## config.mk

```make
export PLATFORM = sky130hd
export DESIGN_NAME = sram_arbiter
export DESIGN_NICKNAME = d
export VERILOG_FILES = /design/src/rtl/sram_arbiter.sv
export SDC_FILE = /design/constraint.sdc
export NUM_CORES = 1
export LEC_CHECK = 0
export CAP_MARGIN = 20
export CELL_PAD_IN_SITES_DETAIL_PLACEMENT = 0
export CELL_PAD_IN_SITES_GLOBAL_PLACEMENT = 2
export CORE_AREA = 4 4 319 321
export CTS_CLUSTER_DIAMETER = 100
export DETAILED_ROUTE_END_ITERATION = 8
export DIE_AREA = 0 0 323 325
export GPL_TIMING_DRIVEN = 1
export HOLD_SLACK_MARGIN = 0.06
export PLACE_DENSITY_LB_ADDON = 0.1
export SLEW_MARGIN = 5
export SYNTH_ARGS = -nofsm -noshare
export SYNTH_HDL_FRONTEND = slang
export SYNTH_SLANG_ARGS = --single-unit
```

## constraint.sdc

```tcl
create_clock -name clk -period 3.8 [get_ports clk]
set_input_delay 0.57 -clock clk [delete_from_list [all_inputs] [get_ports clk]]
set_output_delay 0.57 -clock clk [all_outputs]
set_load 0.01 [all_outputs]
```

## src/rtl/sram_arbiter.sv

```systemverilog
// Round-robin arbiter sharing one SRAM controller port among NUM_REQ requesters, with a watchdog.
// Latency: grant one cycle after req is sampled; ack one cycle after mem_ready. Losers hold req until served.
module sram_arbiter #(
  parameter int NUM_REQ = 4,
  parameter int ADDR_W  = 8,
  parameter int DATA_W  = 16,
  parameter int TIMEOUT = 15
) (
  input  logic                      clk,
  input  logic                      reset_n,
  input  logic [NUM_REQ-1:0]        req,
  input  logic [NUM_REQ-1:0]        req_rw,
  input  logic [NUM_REQ*ADDR_W-1:0] req_addr,
  input  logic [NUM_REQ*DATA_W-1:0] req_wdata,
  input  logic [NUM_REQ-1:0]        req_burst_en,
  input  logic [NUM_REQ*3-1:0]      req_burst_len,
  input  logic [NUM_REQ*128-1:0]    req_burst_data,
  output logic [NUM_REQ-1:0]        ack,
  output logic                      ack_err,
  output logic [DATA_W-1:0]         rdata,
  output logic [2:0]                grant_id,
  output logic                      busy,
  output logic                      timeout_sticky,
  output logic                      mem_req,
  output logic                      mem_rw,
  output logic [ADDR_W-1:0]         mem_addr,
  output logic [DATA_W-1:0]         mem_data_in,
  output logic                      mem_burst_en,
  output logic [2:0]                mem_burst_len,
  output logic [127:0]              mem_burst_data,
  input  logic [DATA_W-1:0]         mem_data_out,
  input  logic                      mem_ready
);

  typedef enum logic [1:0] {ARB_IDLE, ISSUE, WAIT, RESP} state_t;

  localparam int CNT_W = $clog2(TIMEOUT + 1);
  localparam logic [CNT_W-1:0] WD_LAST = CNT_W'(TIMEOUT - 1);

  state_t              state, state_nxt;
  logic [CNT_W-1:0]    wd_cnt;
  logic [2:0]          rr_ptr;
  logic [7:0]          req_pad;
  logic [3:0]          idx;
  logic [2:0]          pick;
  logic                pick_vld;
  logic                timeout_hit;
  logic [NUM_REQ-1:0]  grant_oh;

  logic                sel_rw;
  logic [ADDR_W-1:0]   sel_addr;
  logic [DATA_W-1:0]   sel_wdata;
  logic                sel_burst_en;
  logic [2:0]          sel_burst_len;
  logic [127:0]        sel_burst_data;

  // First set request at or above rr_ptr, wrapping to 0.
  always_comb begin
    req_pad = '0;
    req_pad[NUM_REQ-1:0] = req;
    pick     = '0;
    pick_vld = 1'b0;
    idx      = '0;
    for (int k = 0; k < NUM_REQ; k++) begin
      idx = {1'b0, rr_ptr} + 4'(k);
      if (idx >= 4'(NUM_REQ)) idx = idx - 4'(NUM_REQ);
      if (!pick_vld && req_pad[idx[2:0]]) begin
        pick_vld = 1'b1;
        pick     = idx[2:0];
      end
    end
  end

  always_comb begin
    sel_rw         = 1'b0;
    sel_addr       = '0;
    sel_wdata      = '0;
    sel_burst_en   = 1'b0;
    sel_burst_len  = '0;
    sel_burst_data = '0;
    grant_oh       = '0;
    for (int i = 0; i < NUM_REQ; i++) begin
      grant_oh[i] = (grant_id == 3'(i));
      if (pick == 3'(i)) begin
        sel_rw         = req_rw[i];
        sel_addr       = req_addr[i*ADDR_W +: ADDR_W];
        sel_wdata      = req_wdata[i*DATA_W +: DATA_W];
        sel_burst_en   = req_burst_en[i];
        sel_burst_len  = req_burst_len[i*3 +: 3];
        sel_burst_data = req_burst_data[i*128 +: 128];
      end
    end
  end

  assign timeout_hit = (wd_cnt == WD_LAST);
  assign mem_req     = (state == ISSUE);
  assign busy        = (state != ARB_IDLE);

  always_comb begin
    state_nxt = state;
    case (state)
      ARB_IDLE: if (pick_vld) state_nxt = ISSUE;
      ISSUE:    state_nxt = WAIT;
      WAIT:     if (mem_ready || timeout_hit) state_nxt = RESP;
      RESP:     state_nxt = ARB_IDLE;
      default:  state_nxt = ARB_IDLE;
    endcase
  end

  always_ff @(posedge clk or negedge reset_n) begin
    if (!reset_n) state <= ARB_IDLE;
    else          state <= state_nxt;
  end

  // ack/ack_err are loaded on the WAIT exit so they are high exactly during RESP.
  always_ff @(posedge clk or negedge reset_n) begin
    if (!reset_n) begin
      wd_cnt         <= '0;
      rr_ptr         <= '0;
      grant_id       <= '0;
      ack            <= '0;
      ack_err        <= 1'b0;
      rdata          <= '0;
      timeout_sticky <= 1'b0;
      mem_rw         <= 1'b0;
      mem_addr       <= '0;
      mem_data_in    <= '0;
      mem_burst_en   <= 1'b0;
      mem_burst_len  <= '0;
      mem_burst_data <= '0;
    end else begin
      ack     <= '0;
      ack_err <= 1'b0;
      case (state)
        ARB_IDLE: begin
          if (pick_vld) begin
            grant_id       <= pick;
            mem_rw         <= sel_rw;
            mem_addr       <= sel_addr;
            mem_data_in    <= sel_wdata;
            mem_burst_en   <= sel_burst_en;
            mem_burst_len  <= sel_burst_len;
            mem_burst_data <= sel_burst_data;
          end
        end
        ISSUE: wd_cnt <= '0;
        WAIT: begin
          wd_cnt <= wd_cnt + CNT_W'(1);
          if (mem_ready) begin
            rdata <= mem_data_out;
            ack   <= grant_oh;
          end else if (timeout_hit) begin
            rdata          <= '0;
            ack            <= grant_oh;
            ack_err        <= 1'b1;
            timeout_sticky <= 1'b1;
          end
        end
        RESP: rr_ptr <= (grant_id == 3'(NUM_REQ - 1)) ? 3'd0 : grant_id + 3'd1;
        default: ;
      endcase
    end
  end

endmodule

```

==> run summary <==
die width = 323 µm
antenna violations before repair = 43
CTS H-tree lvls = 4
Final ANT Viol Nets = 0
Clock Power Share = 9.0%
setup TNS = 0 ps
Final Hold Fails = 0
M1 WL = 44600 µm
PD cells = 892 nW/µm²
number of flops mapped to enable cells by yosys = 0
starting density of the core = 15.3%
Final setup viols = 0
clock tree buffer depth = 2
Area Growth Syn to Fin = 71.5%
CP endpoint kind = flop
CTS Hold Buffers Added = 0
first-pass GRT wire length = 157000 µm
Clock Latency Late Sink = 530 ps
part of the power in registers = 16.0%
GP Congestion = 0.809
Sink Count = 191
clk_skew = 21.7 ps
dpl hpwl = 80000 µm
Worst-Margin Slew = 930 ps
Crit Path Max Fanout = 22
Synth Area per Inst = 9.25 µm²
sequential share of the synthesized area = 31.5%
status = complete, but fails checks
area of the core = 99300 µm²
layout cells sized above 1 = 9.82%
Rows = 116
WL met3 = 9590 µm
final core utilization = 26.2%
post-synthesis async set-or-reset flop share = 100%
router iterations before antenna repair = 9
max-slew violation count = 0
RSZ-0062 raised after global routing = no
top cells by area, synth = dfrtp_1 31%, a222oi_1 10%, a32oi_1 9.0%
P_leak = 9.70 nW
max-cap violation count = 0
Worst setup SP type = flop
max_slew headroom = 38.0%
Sw Share = 51.5%
Die Area = 105000 µm²
total CTS buffers = 17
min cycle time layout = 3500 ps
met2 WL = 56600 µm
Die Y = 325 µm
Max VDD drop = 0.000610 V
CTS root buffer = clkbuf_16
DR vias = 19088
Synth Register Bits = 191
vias in the first global route = 19826
Psw = 0.0120 W
TritonCTS clock tree = yes
post-synth top area share = 31.5%
P_int = 0.0113 W
cell area after synthesis = 15200 µm²
Mapped Nets = 2304
Congestion Overflow GR = 0
Top Layer Used = met5
Combinational Power Share = 75.0%
reg-to-reg slack, setup = 300 ps
synthesis warning total = 0
crit path DAT = 3930 ps
violated checks = design-rule violations
Synth area leader = dfrtp_1
fmax = 285 MHz
largest net degree at the start of global routing = 95
worst path required time = 4230 ps
final WL = 113000 µm
clk slew on worst S/H paths = 100 ps
nets = 3022
Wirelength per Cell = 30.6 µm
total track usage = 20.5%
Port-buffer cells = 834
Initial DRC Count = 1983
fin crit share = 92.2%
Vias/cell = 5.16
cell total after placement = 3638
Min-Delay Path Class = input pin to async pin
Synth cell types = 50
I/O Pins = 835
Tot Pwr = 0.0232 W
Crit Path Class = flop to flop
top_reg_cell synth = dfrtp_1
Post-Syn Instances = 1641
drt drc = 2
Layout Cells excl Fill = 3697
cell usage after synthesis (13+ instances only):
master    instances
a21o_1          156
a222oi_1        156
a22o_1           16
a32oi_1         156
buf_1            13
buf_2            46
buf_4            18
clkbuf_1        140
dfrtp_1         191
nand2_1         328
o211ai_1        159
o221ai_1         76
o221ai_2         80
stage by stage:
step	worst slack [ps]	area, µm²	hold WS (ps)
after floorplan	590	15200	274
after global placement	-66.4	25400	453
after detailed placement	-74.5	25400	469
after CTS	89.9	26000	105
after global routing	103	26000	129
final	296	26100	88.7
power groups by stage:
stage	Sequential [W]	Clock [W]	Combinational, W
5_1_grt	0.00382	0.00226	0.0188
2_1_floorplan	0.00398	0	0.00955
3_3_place_gp	0.00373	0	0.0176
4_1_cts	0.00371	0.00222	0.0178
3_5_place_dp	0.00374	0	0.0177
6_report	0.00371	0.00210	0.0174
logic make-up (layout without fill, tap and decap cells):
group / Yosys count / count (layout) / synth area share (%)
AO/OA/AOI/OAI: 822 / 822 / 49.2
flip-flops: 191 / 191 / 31.5
adder cells (fa/ha/maj): 12 / 12 / 0.989
multiplexers: 11 / 11 / 0.947
buffers and inverters: 241 / 972 / 7.60
AND/OR/NAND/NOR: 364 / 364 / 9.82
other: 0 / 27 / 0
sequential cells by signal, summed over array words and instances, names as in the netlist, 3 cells and up:
| register | count |
|---|---|
| rdata | 16 |
| mem_burst_data | 128 |
| grant_id | 3 |
| mem_burst_len | 3 |
| wd_cnt | 4 |
| mem_data_in | 16 |
| rr_ptr | 3 |
| mem_addr | 8 |
| ack | 4 |
final timing paths:
path,startpoint,end,cells past startpoint
worst max-delay path,rr_ptr[1],mem_burst_data[31],11
worst min-delay path,reset_n,mem_addr[3],1
max in group asynchronous,reset_n,mem_burst_data[93],2
worst max register to register,rr_ptr[1],mem_burst_data[31],11
min in group clk,timeout_sticky,timeout_sticky,1
worst min register to register,timeout_sticky,timeout_sticky,1
cell type report:
cell class	count	area (µm²)
diodes	27	67.6
clock buffers	17	425
clock inverters	15	184
fillers	10543	73200
inverters	12	45.0
multi-input cells	1209	9320
flip-flops and latches	191	4780
well taps	1298	1620
repair buffers	928	9610
routing by layer:
layer	global-route usage [%]	vias to the layer above
met3	6.67	105
met5	0	-
met2	36.0	883
li1	-	8387
met1	23.8	9681
met4	5.35	32
repair_timing:
action / 4_1_cts / 5_1_grt
buffers inserted: 0 / 0
resized for setup: 0 / 1
setup endpoints to repair: 0 / 1
cells in the final DEF (no fill, tap or decap), types with 3 or more instances in the layout:
cell type	count
clkdlybuf4s50_1	833
nand2_1	325
dfrtp_1	191
o211ai_1	159
a21o_1	156
a222oi_1	156
a32oi_1	156
o221ai_2	81
o221ai_1	75
buf_4	50
buf_12	44
diode_2	27
clkbuf_16	17
a22o_1	16
inv_1	12
ha_1	12
o21ai_0	8
nor2_1	6
inv_6	6
clkinv_8	5
mux2i_1	4
mux2_2	4
nand3_1	3
a21oi_1	3
and3_1	3
nor3b_1	3
nand2_4	3
inv_8	3
worst max-delay path: stages (launching register included):
cell and delay [ps]:
dfrtp_1 350, inv_1 80, ha_1 440, mux4_2 550
nand2_1 120, or4b_4 510, o211a_2 170, o211ai_4 260
buf_12 240, buf_4 330, o221ai_1 160, a32oi_1 200
Note: power is estimated with default switching activity, not from simulation.
==> RTL edit: new RTL, same settings <==
Make the reset (`reset_n`) synchronous in 2 clocked blocks.
--- a/src/rtl/sram_arbiter.sv
+++ b/src/rtl/sram_arbiter.sv
@@ -107,13 +107,13 @@
     endcase
   end
 
-  always_ff @(posedge clk or negedge reset_n) begin
+  always_ff @(posedge clk) begin
     if (!reset_n) state <= ARB_IDLE;
     else          state <= state_nxt;
   end
 
   // ack/ack_err are loaded on the WAIT exit so they are high exactly during RESP.
-  always_ff @(posedge clk or negedge reset_n) begin
+  always_ff @(posedge clk) begin
     if (!reset_n) begin
       wd_cnt         <= '0;
       rr_ptr         <= '0;
Behaviour: not the same (Yosys sat finds a counterexample within 4 cycles, from zero or initial values and one cycle with reset_n low; the reset may be asserted at any time).
==> RTL edit against the unedited design <==
Design area is 6.1% lower. Worst setup slack better by 240 ps. Area after synthesis fell by 12%. Critical endpoint is now mem_burst_data[20]. Power is 37% lower. Maximum frequency is 7.4% higher. Sequential cell count did not move. Global-route usage decreased by 2.2 points. Core utilization is 1.6 points lower. Wire length down 12%. Largest power group unchanged.
==> RTL edit: results (changes against the unedited design) <==
| Metric | Value |
|---|---|
| Status | `completed (was complete, but fails checks)` |
| First-pass GRT wire length | `139 mm (was 157 mm)` |
| Filler cell count | `11.0k (was 10.5k)` |
| Synth area leaders | `dfxtp_1 (28%), and3_1 (15%), o32ai_2 (11%), a211oi_1 (8.4%), a31oi_1 (7.4%) (was dfrtp_1 (31%), a222oi_1 (10%), a32oi_1 (9.0%), nand2_1 (8.1%), o221ai_2 (7.9%))` |
| Net switching power | `0.00647 W (was 0.0120 W)` |
| Fraction of layout cells with a size suffix above 1 | `10.4% (was 9.82%)` |
| Gp weighted congestion | `0.818 (was 0.809)` |
| Post-Syn Nets | `2,314 (was 2,304)` |
| GRT Total Usage | `18.2% (was 20.5%)` |
| 1st-iter DRT viols | `771 (was 1,983)` |
| Largest net degree at the start of global routing | `91 (was 95)` |
| DR pass1 iterations | `4 (was 9)` |
| HPWL after DPL | `75.6 mm (was 80.0 mm)` |
| Yosys cell types | `51 (was 50)` |
| Leakage power | `8.99 nW (was 9.70 nW)` |
| Area after DPL | `23,800 um^2 (was 25,400 um^2)` |
| Pre-CTS worst setup slack | `251 ps (was -74.5 ps)` |
| Peak supply drop | `351 uV (was 610 uV)` |
| Antenna violations before repair | `50 (was 43)` |
| Largest fanout on the critical path | `34 (was 22)` |
| NumNets Final | `3,044 (was 3,022)` |
| Clock Skew | `16.3 ps (was 21.7 ps)` |
| Hold Path Class | `reg -> reg (was in -> async)` |
| Wirelength, routed | `99.2 mm (was 113 mm)` |
| Async SR Flop Fraction | `0% (was 100%)` |
| Design area | `24,500 um^2 (was 26,100 um^2)` |
==> RTL edit: cell types whose count changed after synthesis, sizes merged, moves of 158 or more <==
cell	delta
dfxtp	+191
dfrtp	-191
o211ai	-159
and3	+312
a31oi	+159
nand2	-319
a211oi	+158
==> RTL edit: layer usage <==
layer	global-route usage, %	vias up	share of wire, %
met3	7.48	101	9.5
met5	0	-	0.31
met1	19.7	8264	38
li1	-	7787	-
met4	4.02	48	1.2
met2	33.0	617	51
==> RTL edit: area by class of cell <==
class	count	share of cell area, %
Timing Repair Buffer	927	39.4
Multi-Input combinational cell	1074	33.0
Sequential cell	191	15.6
Tap cell	1298	6.64
Inverter	170	2.61
Clock buffer	17	1.74
Clock inverter	15	0.777
Antenna cell	24	0.245
==> RTL edit: kinds of logic after synthesis <==
logic type	Yosys count	share of synthesized area [%]
adder cells (fa/ha/maj)	12	1.12
buffers and inverters	386	11.9
AND/OR/NAND/NOR	376	16.8
flip-flops	191	28.5
AO/OA/AOI/OAI	673	40.4
multiplexers	13	1.36
==> RTL edit: worst paths after layout <==
check,to,startpoint,cells past startpoint,slack [ps]
worst min register to register,mem_burst_data[78],mem_burst_data[78],2,460
worst max register to register,mem_burst_data[20],rr_ptr[0],11,540
worst min-delay path,mem_burst_data[78],mem_burst_data[78],2,460
worst max-delay path,mem_burst_data[20],rr_ptr[0],11,540
==> RTL edit: through the flow <==
step	utilization (%)	hold slack, ps	instances
2_1_floorplan	-	476	1651
3_3_place_gp	24.0	440	3660
3_5_place_dp	24.0	445	3660
4_1_cts	24.6	460	3692
5_1_grt	24.6	476	3702
6_report	24.6	459	3716
==> RTL edit: power by group through the flow <==
stage               registers (W)  clock network [W]  logic [W]
global route              0.00341            0.00228     0.0101
global placement          0.00333                  0    0.00953
detailed placement        0.00334                  0    0.00949
finish                    0.00330            0.00209    0.00933
floorplan                 0.00363                  0    0.00422
CTS                       0.00331            0.00225    0.00953
==> RTL edit: critical path, stage by stage (launching register included) <==
cell       delay, ps
dfxtp_1          350
inv_2             80
ha_1             460
mux2i_1          400
a2111oi_4        110
mux2i_4          290
buf_12           200
nand2_4           80
buf_12           180
buf_12           220
a211oi_1         480
o32ai_1          160
